## src/rtl/muldiv_unit_pkg.sv

```systemverilog
// Shared definitions for the multiply/divide unit: funct codes, FSM states, divider constants.
// MULDIV_MAC_EN (defined in the build) enables the MADD/MADDU/MSUB/MSUBU accumulate ops.
package muldiv_unit_pkg;

    localparam int FUNCT_BUS = 6;
    typedef logic [FUNCT_BUS-1:0] funct_t;

    // SPECIAL-class funct codes
    localparam funct_t FUNCT_MFHI  = 6'h10;
    localparam funct_t FUNCT_MTHI  = 6'h11;
    localparam funct_t FUNCT_MFLO  = 6'h12;
    localparam funct_t FUNCT_MTLO  = 6'h13;
    localparam funct_t FUNCT_MULT  = 6'h18;
    localparam funct_t FUNCT_MULTU = 6'h19;
    localparam funct_t FUNCT_DIV   = 6'h1A;
    localparam funct_t FUNCT_DIVU  = 6'h1B;

    // SPECIAL2-class funct codes
    localparam funct_t FUNCT2_MADD  = 6'h00;
    localparam funct_t FUNCT2_MADDU = 6'h01;
    localparam funct_t FUNCT2_MUL   = 6'h02;
    localparam funct_t FUNCT2_MSUB  = 6'h04;
    localparam funct_t FUNCT2_MSUBU = 6'h05;

    localparam int DIV_ITERS   = 32;
    localparam int DIV_LATENCY = DIV_ITERS + 2;

    typedef enum logic [1:0] {
        IDLE = 2'd0,
        MUL  = 2'd1,
        DIV  = 2'd2,
        DONE = 2'd3
    } state_t;

endpackage

```

## src/rtl/muldiv_unit_div.sv

```systemverilog
// Radix-2 restoring divider on operand magnitudes; signs restored on the outputs.
// Loads on start, then one quotient bit per cycle; done pulses after the last iteration.
module div_iter
    import muldiv_unit_pkg::*;
(
    input  logic        clk,
    input  logic        rst,
    input  logic        start,
    input  logic        abort,
    input  logic        is_signed,
    input  logic [31:0] a,
    input  logic [31:0] b,
    output logic        busy,
    output logic        done,
    output logic [31:0] quot,
    output logic [31:0] rem
);

    logic [31:0] q_q, r_q, d_q;
    logic        neg_q_q, neg_r_q;
    logic        busy_q, done_q;
    logic [4:0]  cnt_q;

    logic [31:0] a_mag, b_mag;
    logic [32:0] r_sh, diff;

    assign a_mag = (is_signed && a[31]) ? -a : a;
    assign b_mag = (is_signed && b[31]) ? -b : b;
    assign r_sh  = {r_q, q_q[31]};
    assign diff  = r_sh - {1'b0, d_q};

    always_ff @(posedge clk or posedge rst) begin
        if (rst) begin
            q_q     <= '0;
            r_q     <= '0;
            d_q     <= '0;
            neg_q_q <= 1'b0;
            neg_r_q <= 1'b0;
            busy_q  <= 1'b0;
            done_q  <= 1'b0;
            cnt_q   <= '0;
        end else begin
            done_q <= 1'b0;
            if (abort) begin
                busy_q <= 1'b0;
            end else if (start) begin
                q_q     <= a_mag;
                r_q     <= '0;
                d_q     <= b_mag;
                neg_q_q <= is_signed & (a[31] ^ b[31]);
                neg_r_q <= is_signed & a[31];
                cnt_q   <= '0;
                busy_q  <= 1'b1;
            end else if (busy_q) begin
                // A clear borrow bit means the divisor fit: keep the difference.
                q_q   <= {q_q[30:0], ~diff[32]};
                r_q   <= diff[32] ? r_sh[31:0] : diff[31:0];
                cnt_q <= cnt_q + 5'd1;
                if (cnt_q == 5'(DIV_ITERS - 1)) begin
                    busy_q <= 1'b0;
                    done_q <= 1'b1;
                end
            end
        end
    end

    assign busy = busy_q;
    assign done = done_q;
    assign quot = neg_q_q ? -q_q : q_q;
    assign rem  = neg_r_q ? -r_q : r_q;

endmodule

```

## src/rtl/muldiv_unit.sv

```systemverilog
// MIPS-style HI/LO multiply/divide unit; one op in flight, HI/LO committed on the output handshake.
// MULDIV_MAC_EN enables MADD/MADDU/MSUB/MSUBU; without it those codes report out_ill.
module muldiv_unit
    import muldiv_unit_pkg::*;
(
    input  logic                 clk,
    input  logic                 rst,
    input  logic                 flush,
    input  logic                 in_valid,
    output logic                 in_ready,
    input  logic [FUNCT_BUS-1:0] in_funct,
    input  logic [5:0]           in_tag,
    input  logic [31:0]          in_a,
    input  logic [31:0]          in_b,
    output logic                 out_valid,
    input  logic                 out_ready,
    output logic [5:0]           out_tag,
    output logic [31:0]          out_data,
    output logic                 out_wen,
    output logic                 out_ill
);

    state_t      state_q, state_d;
    funct_t      funct_q, funct_d;
    logic [5:0]  tag_q, tag_d;
    logic [31:0] a_q, a_d, b_q, b_d;
    logic [31:0] hi_q, hi_d, lo_q, lo_d;
    logic [31:0] res_hi_q, res_hi_d, res_lo_q, res_lo_d;
    logic        hilo_wr_q, hilo_wr_d;
    logic [31:0] out_data_q, out_data_d;
    logic        out_wen_q, out_wen_d, out_ill_q, out_ill_d;

    logic        accept, is_mul, is_div, mul_signed;
    logic [63:0] ext_a, ext_b, prod, acc;
    logic        div_busy, div_done;
    logic [31:0] div_quot, div_rem;

    assign in_ready = (state_q == IDLE);
    assign accept   = in_valid & in_ready & ~flush;

    always_comb begin
        is_mul = (in_funct == FUNCT_MULT) || (in_funct == FUNCT_MULTU) || (in_funct == FUNCT2_MUL);
`ifdef MULDIV_MAC_EN
        is_mul = is_mul || (in_funct inside {FUNCT2_MADD, FUNCT2_MADDU, FUNCT2_MSUB, FUNCT2_MSUBU});
`endif
        is_div = (in_funct == FUNCT_DIV) || (in_funct == FUNCT_DIVU);
    end

    // Sign/zero extension to 64 bits lets one multiplier serve both signednesses.
    assign mul_signed = funct_q inside {FUNCT_MULT, FUNCT2_MUL, FUNCT2_MADD, FUNCT2_MSUB};
    assign ext_a = {{32{mul_signed & a_q[31]}}, a_q};
    assign ext_b = {{32{mul_signed & b_q[31]}}, b_q};
    assign prod  = ext_a * ext_b;

    always_comb begin
        acc = prod;
`ifdef MULDIV_MAC_EN
        if (funct_q inside {FUNCT2_MADD, FUNCT2_MADDU}) begin
            acc = {hi_q, lo_q} + prod;
        end else if (funct_q inside {FUNCT2_MSUB, FUNCT2_MSUBU}) begin
            acc = {hi_q, lo_q} - prod;
        end
`endif
    end

    div_iter u_div (
        .clk       (clk),
        .rst       (rst),
        .start     (accept & is_div),
        .abort     (flush),
        .is_signed (in_funct == FUNCT_DIV),
        .a         (in_a),
        .b         (in_b),
        .busy      (div_busy),
        .done      (div_done),
        .quot      (div_quot),
        .rem       (div_rem)
    );

    always_comb begin
        state_d    = state_q;
        funct_d    = funct_q;
        tag_d      = tag_q;
        a_d        = a_q;
        b_d        = b_q;
        hi_d       = hi_q;
        lo_d       = lo_q;
        res_hi_d   = res_hi_q;
        res_lo_d   = res_lo_q;
        hilo_wr_d  = hilo_wr_q;
        out_data_d = out_data_q;
        out_wen_d  = out_wen_q;
        out_ill_d  = out_ill_q;
        if (flush) begin
            state_d = IDLE;
        end else begin
            case (state_q)
                IDLE: begin
                    if (accept) begin
                        funct_d    = in_funct;
                        tag_d      = in_tag;
                        a_d        = in_a;
                        b_d        = in_b;
                        res_hi_d   = hi_q;
                        res_lo_d   = lo_q;
                        hilo_wr_d  = 1'b0;
                        out_data_d = '0;
                        out_wen_d  = 1'b0;
                        out_ill_d  = 1'b0;
                        if (is_mul) begin
                            state_d = MUL;
                        end else if (is_div) begin
                            state_d = DIV;
                        end else begin
                            state_d = DONE;
                            case (in_funct)
                                FUNCT_MFHI: begin out_data_d = hi_q; out_wen_d = 1'b1; end
                                FUNCT_MFLO: begin out_data_d = lo_q; out_wen_d = 1'b1; end
                                FUNCT_MTHI: begin res_hi_d = in_a; hilo_wr_d = 1'b1; end
                                FUNCT_MTLO: begin res_lo_d = in_a; hilo_wr_d = 1'b1; end
                                default:    out_ill_d = 1'b1;
                            endcase
                        end
                    end
                end
                MUL: begin
                    state_d = DONE;
                    if (funct_q == FUNCT2_MUL) begin
                        out_data_d = prod[31:0];
                        out_wen_d  = 1'b1;
                    end else begin
                        hilo_wr_d = 1'b1;
                        {res_hi_d, res_lo_d} = acc;
                    end
                end
                DIV: begin
                    if (div_done) begin
                        state_d   = DONE;
                        hilo_wr_d = 1'b1;
                        if (b_q == 32'd0) begin
                            res_lo_d = 32'hFFFF_FFFF;
                            res_hi_d = a_q;
                        end else begin
                            res_lo_d = div_quot;
                            res_hi_d = div_rem;
                        end
                    end else if (!div_busy) begin
                        // Divider lost its operation; recover instead of hanging.
                        state_d = IDLE;
                    end
                end
                DONE: begin
                    if (out_ready) begin
                        state_d = IDLE;
                        if (hilo_wr_q) begin
                            hi_d = res_hi_q;
                            lo_d = res_lo_q;
                        end
                    end
                end
                default: state_d = IDLE;
            endcase
        end
    end

    always_ff @(posedge clk or posedge rst) begin
        if (rst) begin
            state_q    <= IDLE;
            funct_q    <= '0;
            tag_q      <= '0;
            a_q        <= '0;
            b_q        <= '0;
            hi_q       <= '0;
            lo_q       <= '0;
            res_hi_q   <= '0;
            res_lo_q   <= '0;
            hilo_wr_q  <= 1'b0;
            out_data_q <= '0;
            out_wen_q  <= 1'b0;
            out_ill_q  <= 1'b0;
        end else begin
            state_q    <= state_d;
            funct_q    <= funct_d;
            tag_q      <= tag_d;
            a_q        <= a_d;
            b_q        <= b_d;
            hi_q       <= hi_d;
            lo_q       <= lo_d;
            res_hi_q   <= res_hi_d;
            res_lo_q   <= res_lo_d;
            hilo_wr_q  <= hilo_wr_d;
            out_data_q <= out_data_d;
            out_wen_q  <= out_wen_d;
            out_ill_q  <= out_ill_d;
        end
    end

    assign out_valid = (state_q == DONE);
    assign out_tag   = tag_q;
    assign out_data  = out_data_q;
    assign out_wen   = out_wen_q;
    assign out_ill   = out_ill_q;

endmodule

```

## config.mk

```make
export PLATFORM = sky130hd
export DESIGN_NAME = muldiv_unit
export DESIGN_NICKNAME = d
export VERILOG_FILES = /design/src/rtl/muldiv_unit_pkg.sv /design/src/rtl/muldiv_unit_div.sv /design/src/rtl/muldiv_unit.sv
export SDC_FILE = /design/constraint.sdc
export NUM_CORES = 2
export LEC_CHECK = 0
export ABC_AREA = 0
export BUFFER_PORTS_ARGS = -buffer_cell sky130_fd_sc_hd__buf_2
export CAP_MARGIN = 20
export CORE_UTILIZATION = 54
export DETAILED_ROUTE_END_ITERATION = 10
export GPL_ROUTABILITY_DRIVEN = 1
export PLACE_DENSITY = 0.7
export SYNTH_ARGS = -nofsm -noshare
export SYNTH_HDL_FRONTEND = slang
export SYNTH_SLANG_ARGS = --single-unit
```

## constraint.sdc

```tcl
create_clock -name clk -period 10.55 [get_ports clk]
set_clock_uncertainty 0.05 [all_clocks]
set_input_delay 0 -clock clk [delete_from_list [all_inputs] [get_ports clk]]
set_output_delay 0 -clock clk [all_outputs]
set_load 0.05 [all_outputs]
```

==> impl_metrics.csv <==
group,metric,value,unit
synth,yosysWarnings,0,
cells_and_area,synthToLayoutAreaGrowth,6.598,%
drt,antenna_left,0,
synth,synth_compound_area_frac,0.08815,
synth,ys_async_sr_fraction,1.000,
grt,overflow,0,
timing,max_freq,103.1,MHz
synth,synth.top_cell.area_share,0.3862,
synth,synthAdderAreaFrac,0.4407,
cells_and_area,seq_area,0.008662,mm²
critical_path,path_delay_family,"adder cells",
status,status,"completed",
timing,fin_crit,9.703,ns
critical_path,cp_common_cell,"fa_1",
grt,grt_first_pass_wirelength,274800,µm
synth,yosysTopAreaCell,"fa_1",
grt,antenna_found_initial,6,
placement,place_congestion,0.9554,
placement,portBuffers,122,
cts,ctsHoldBuffers,81,
floorplanning,initial_core_util,0.5452,
critical_path,slowest_delay,0.76,ns
synth,yosysUniqueCellTypes,80,
synth,yosys.area_share.simple,0.1445,
timing,rsz0062_at_grt,"no",
synth,synthXorXnorAreaFrac,0.03359,
synth,muxShareOfSynthArea,0.03966,
cts,cts-htree-levels,2,
critical_path,worstPathArrival,10.07,ns
critical_path,required,10.91,ns
floorplanning,num_rows,120,
cts,cts_tree,"built",
drt,wirelength,172800,µm
timing,post-route-period-util,0.9197,
floorplanning,die_x,330.8,µm
placement,post-place-ws,1.053,ns
cts,clock_latency,0.56,ns
synth,synth_common_cells,"inv_1 (1205), fa_1 (1126), nand2_1 (1102)",
timing,tns,0,ns
cells_and_area,fillers,9362,
synth,synth-seq-cells,346,
grt,grt_max_degree,127,
drt,wl_per_cell,21.93,µm
job,drv_cap,0,
synth,synth.most_common_cell,"inv_1",
cts,cts_made_buffers,39,
grt,grt_usage,0.3273,
synth,synth.top_cells.by_area,"fa_1 (39%), dfrtp_1 (15%), inv_1 (7.7%)",
cts,post_cts_resized,0,
timing,finalWorstSetupSlack,0.8474,ns
cts,clockBufferDepth,3,
cells_and_area,diodes,0,
floorplanning,fp.coreArea,0.1071,mm²
timing,tightest_slew,1.139,ns
hold_path,hold_path.class,"in2async",
cts,clock_sinks,346,
drt,via_per_inst,5.799,
cells_and_area,multi_input_area,0.04364,mm²
critical_path,end_kind,"register",
timing,slew_headroom,0.2405,
timing,setup_violations,0,
synth,syn_area_per_cell,8.963,µm²
cts,cts.clk_slew.worst_paths,0.06,ns
cts,postCtsSetupBuffers,0,
synth,netlist_area,0.05837,mm²
timing,hold_violations,0,
synth,netlist_instances,6512,
cts,cts_root_buf,"clkbuf_16",
synth,ys.flop_type,"dfrtp_1",
drt,vias,45683,
timing,drv_slew,0,
synth,synth_fp_nets,7973,
cells_and_area,layout-drive-gt1-share,0.07907,
grt,grt_pass1_vias,48619,
floorplanning,dieHeight,330.8,µm
placement,hpwl,134200,µm
cells_and_area,nets,7910,
critical_path,critPathLaunchType,"register",
drt,firstDrtPassIters,7,
synth,seq_area_frac_synth,0.1483,
drt,drt_iter0_markers,3910,
critical_path,crit_path_top_delay_cell,"o41ai_1",
drt,drc,0,
synth,synth_top_family_by_area,"adder cells",
critical_path,crit_fanout,19,
critical_path,critPathBufInv,6,
synth,synth-edff-count,0,
floorplanning,die_area,0.1094,mm²
floorplanning,io_pins,123,
critical_path,worstSetupPathType,"reg2reg",
-- area by class of cell --
| cell class | count | area share |
|---|---|---|
| multi-input cells | 4536 | 0.7013 |
| well taps | 1403 | 0.02821 |
| clock buffers | 60 | 0.01890 |
| clock inverters | 7 | 0.001207 |
| repair buffers | 319 | 0.03819 |
| inverters | 1207 | 0.07294 |
| flip-flops and latches | 346 | 0.1392 |
-- placed cells by master, fill, tap and decap left out, types with 31 or more instances in the layout --
cell | netlist | routed
o31ai_1 | 36 | 36
dlygate4sd3_1 | 0 | 81
a21oi_1 | 187 | 187
and3_1 | 35 | 35
nor2_1 | 241 | 240
o21a_1 | 35 | 35
inv_1 | 1205 | 1204
nand2_1 | 1102 | 1102
a21o_1 | 50 | 50
buf_4 | 0 | 110
nand3_1 | 41 | 40
and2_1 | 297 | 296
fa_1 | 1126 | 1126
clkbuf_16 | 0 | 40
mux2i_1 | 40 | 40
xnor2_1 | 130 | 129
xor2_1 | 92 | 92
o21ai_0 | 282 | 282
a31oi_1 | 58 | 58
dfrtp_1 | 346 | 343
ha_1 | 254 | 251
mux2_2 | 170 | 170
buf_2 | 5 | 122
o211ai_1 | 31 | 31
-- stage by stage --
stage               cell area (µm²)  hold WS (ns)  cells    util
global placement              60070        0.1803   7726  0.5611
floorplan                     58370       0.08420   6512       -
global route                  62220        0.1728   7878  0.5812
finish                        62220        0.1099   7878  0.5812
detailed placement            60100        0.1868   7727  0.5614
CTS                           62160        0.1476   7875  0.5806
-- logic make-up after synthesis --
logic type	Yosys count
buf+inv	1630
simple gates	1888
flops	346
xor+xnor	223
mux	210
fa+ha+maj	1380
compound gates	835
-- metal layers --
metal  vias to the layer above  wire, µm  track usage
met1                     23281     65480       0.4141
li1                      19789         -            -
met5                         -        27            0
met3                       569     13200      0.05150
met2                      2040     83510       0.5475
met4                         4     10530       0.1613
-- worst paths after layout --
check	cells after the start	slack [ns]	from	end
hold / removal	3	0.11	rst	out_ill
setup reg to reg	29	0.85	funct_q[4]	res_hi_q[23]
min in group clk	3	0.18	in_tag[5]	out_tag[5]
max in group asynchronous	4	8.67	rst	hi_q[10]
hold reg to reg	1	0.43	res_lo_q[31]	res_lo_q[31]
setup / recovery	29	0.85	funct_q[4]	res_hi_q[23]
-- tightest hold or removal path: cells and delay by family --
family / cells / cell delay, ns
buffers and inverters: 3 / 1.23
Power is left out: the tool's default activity adds up to more than one toggle a clock period on the data nets, which glitch-free logic cannot reach.
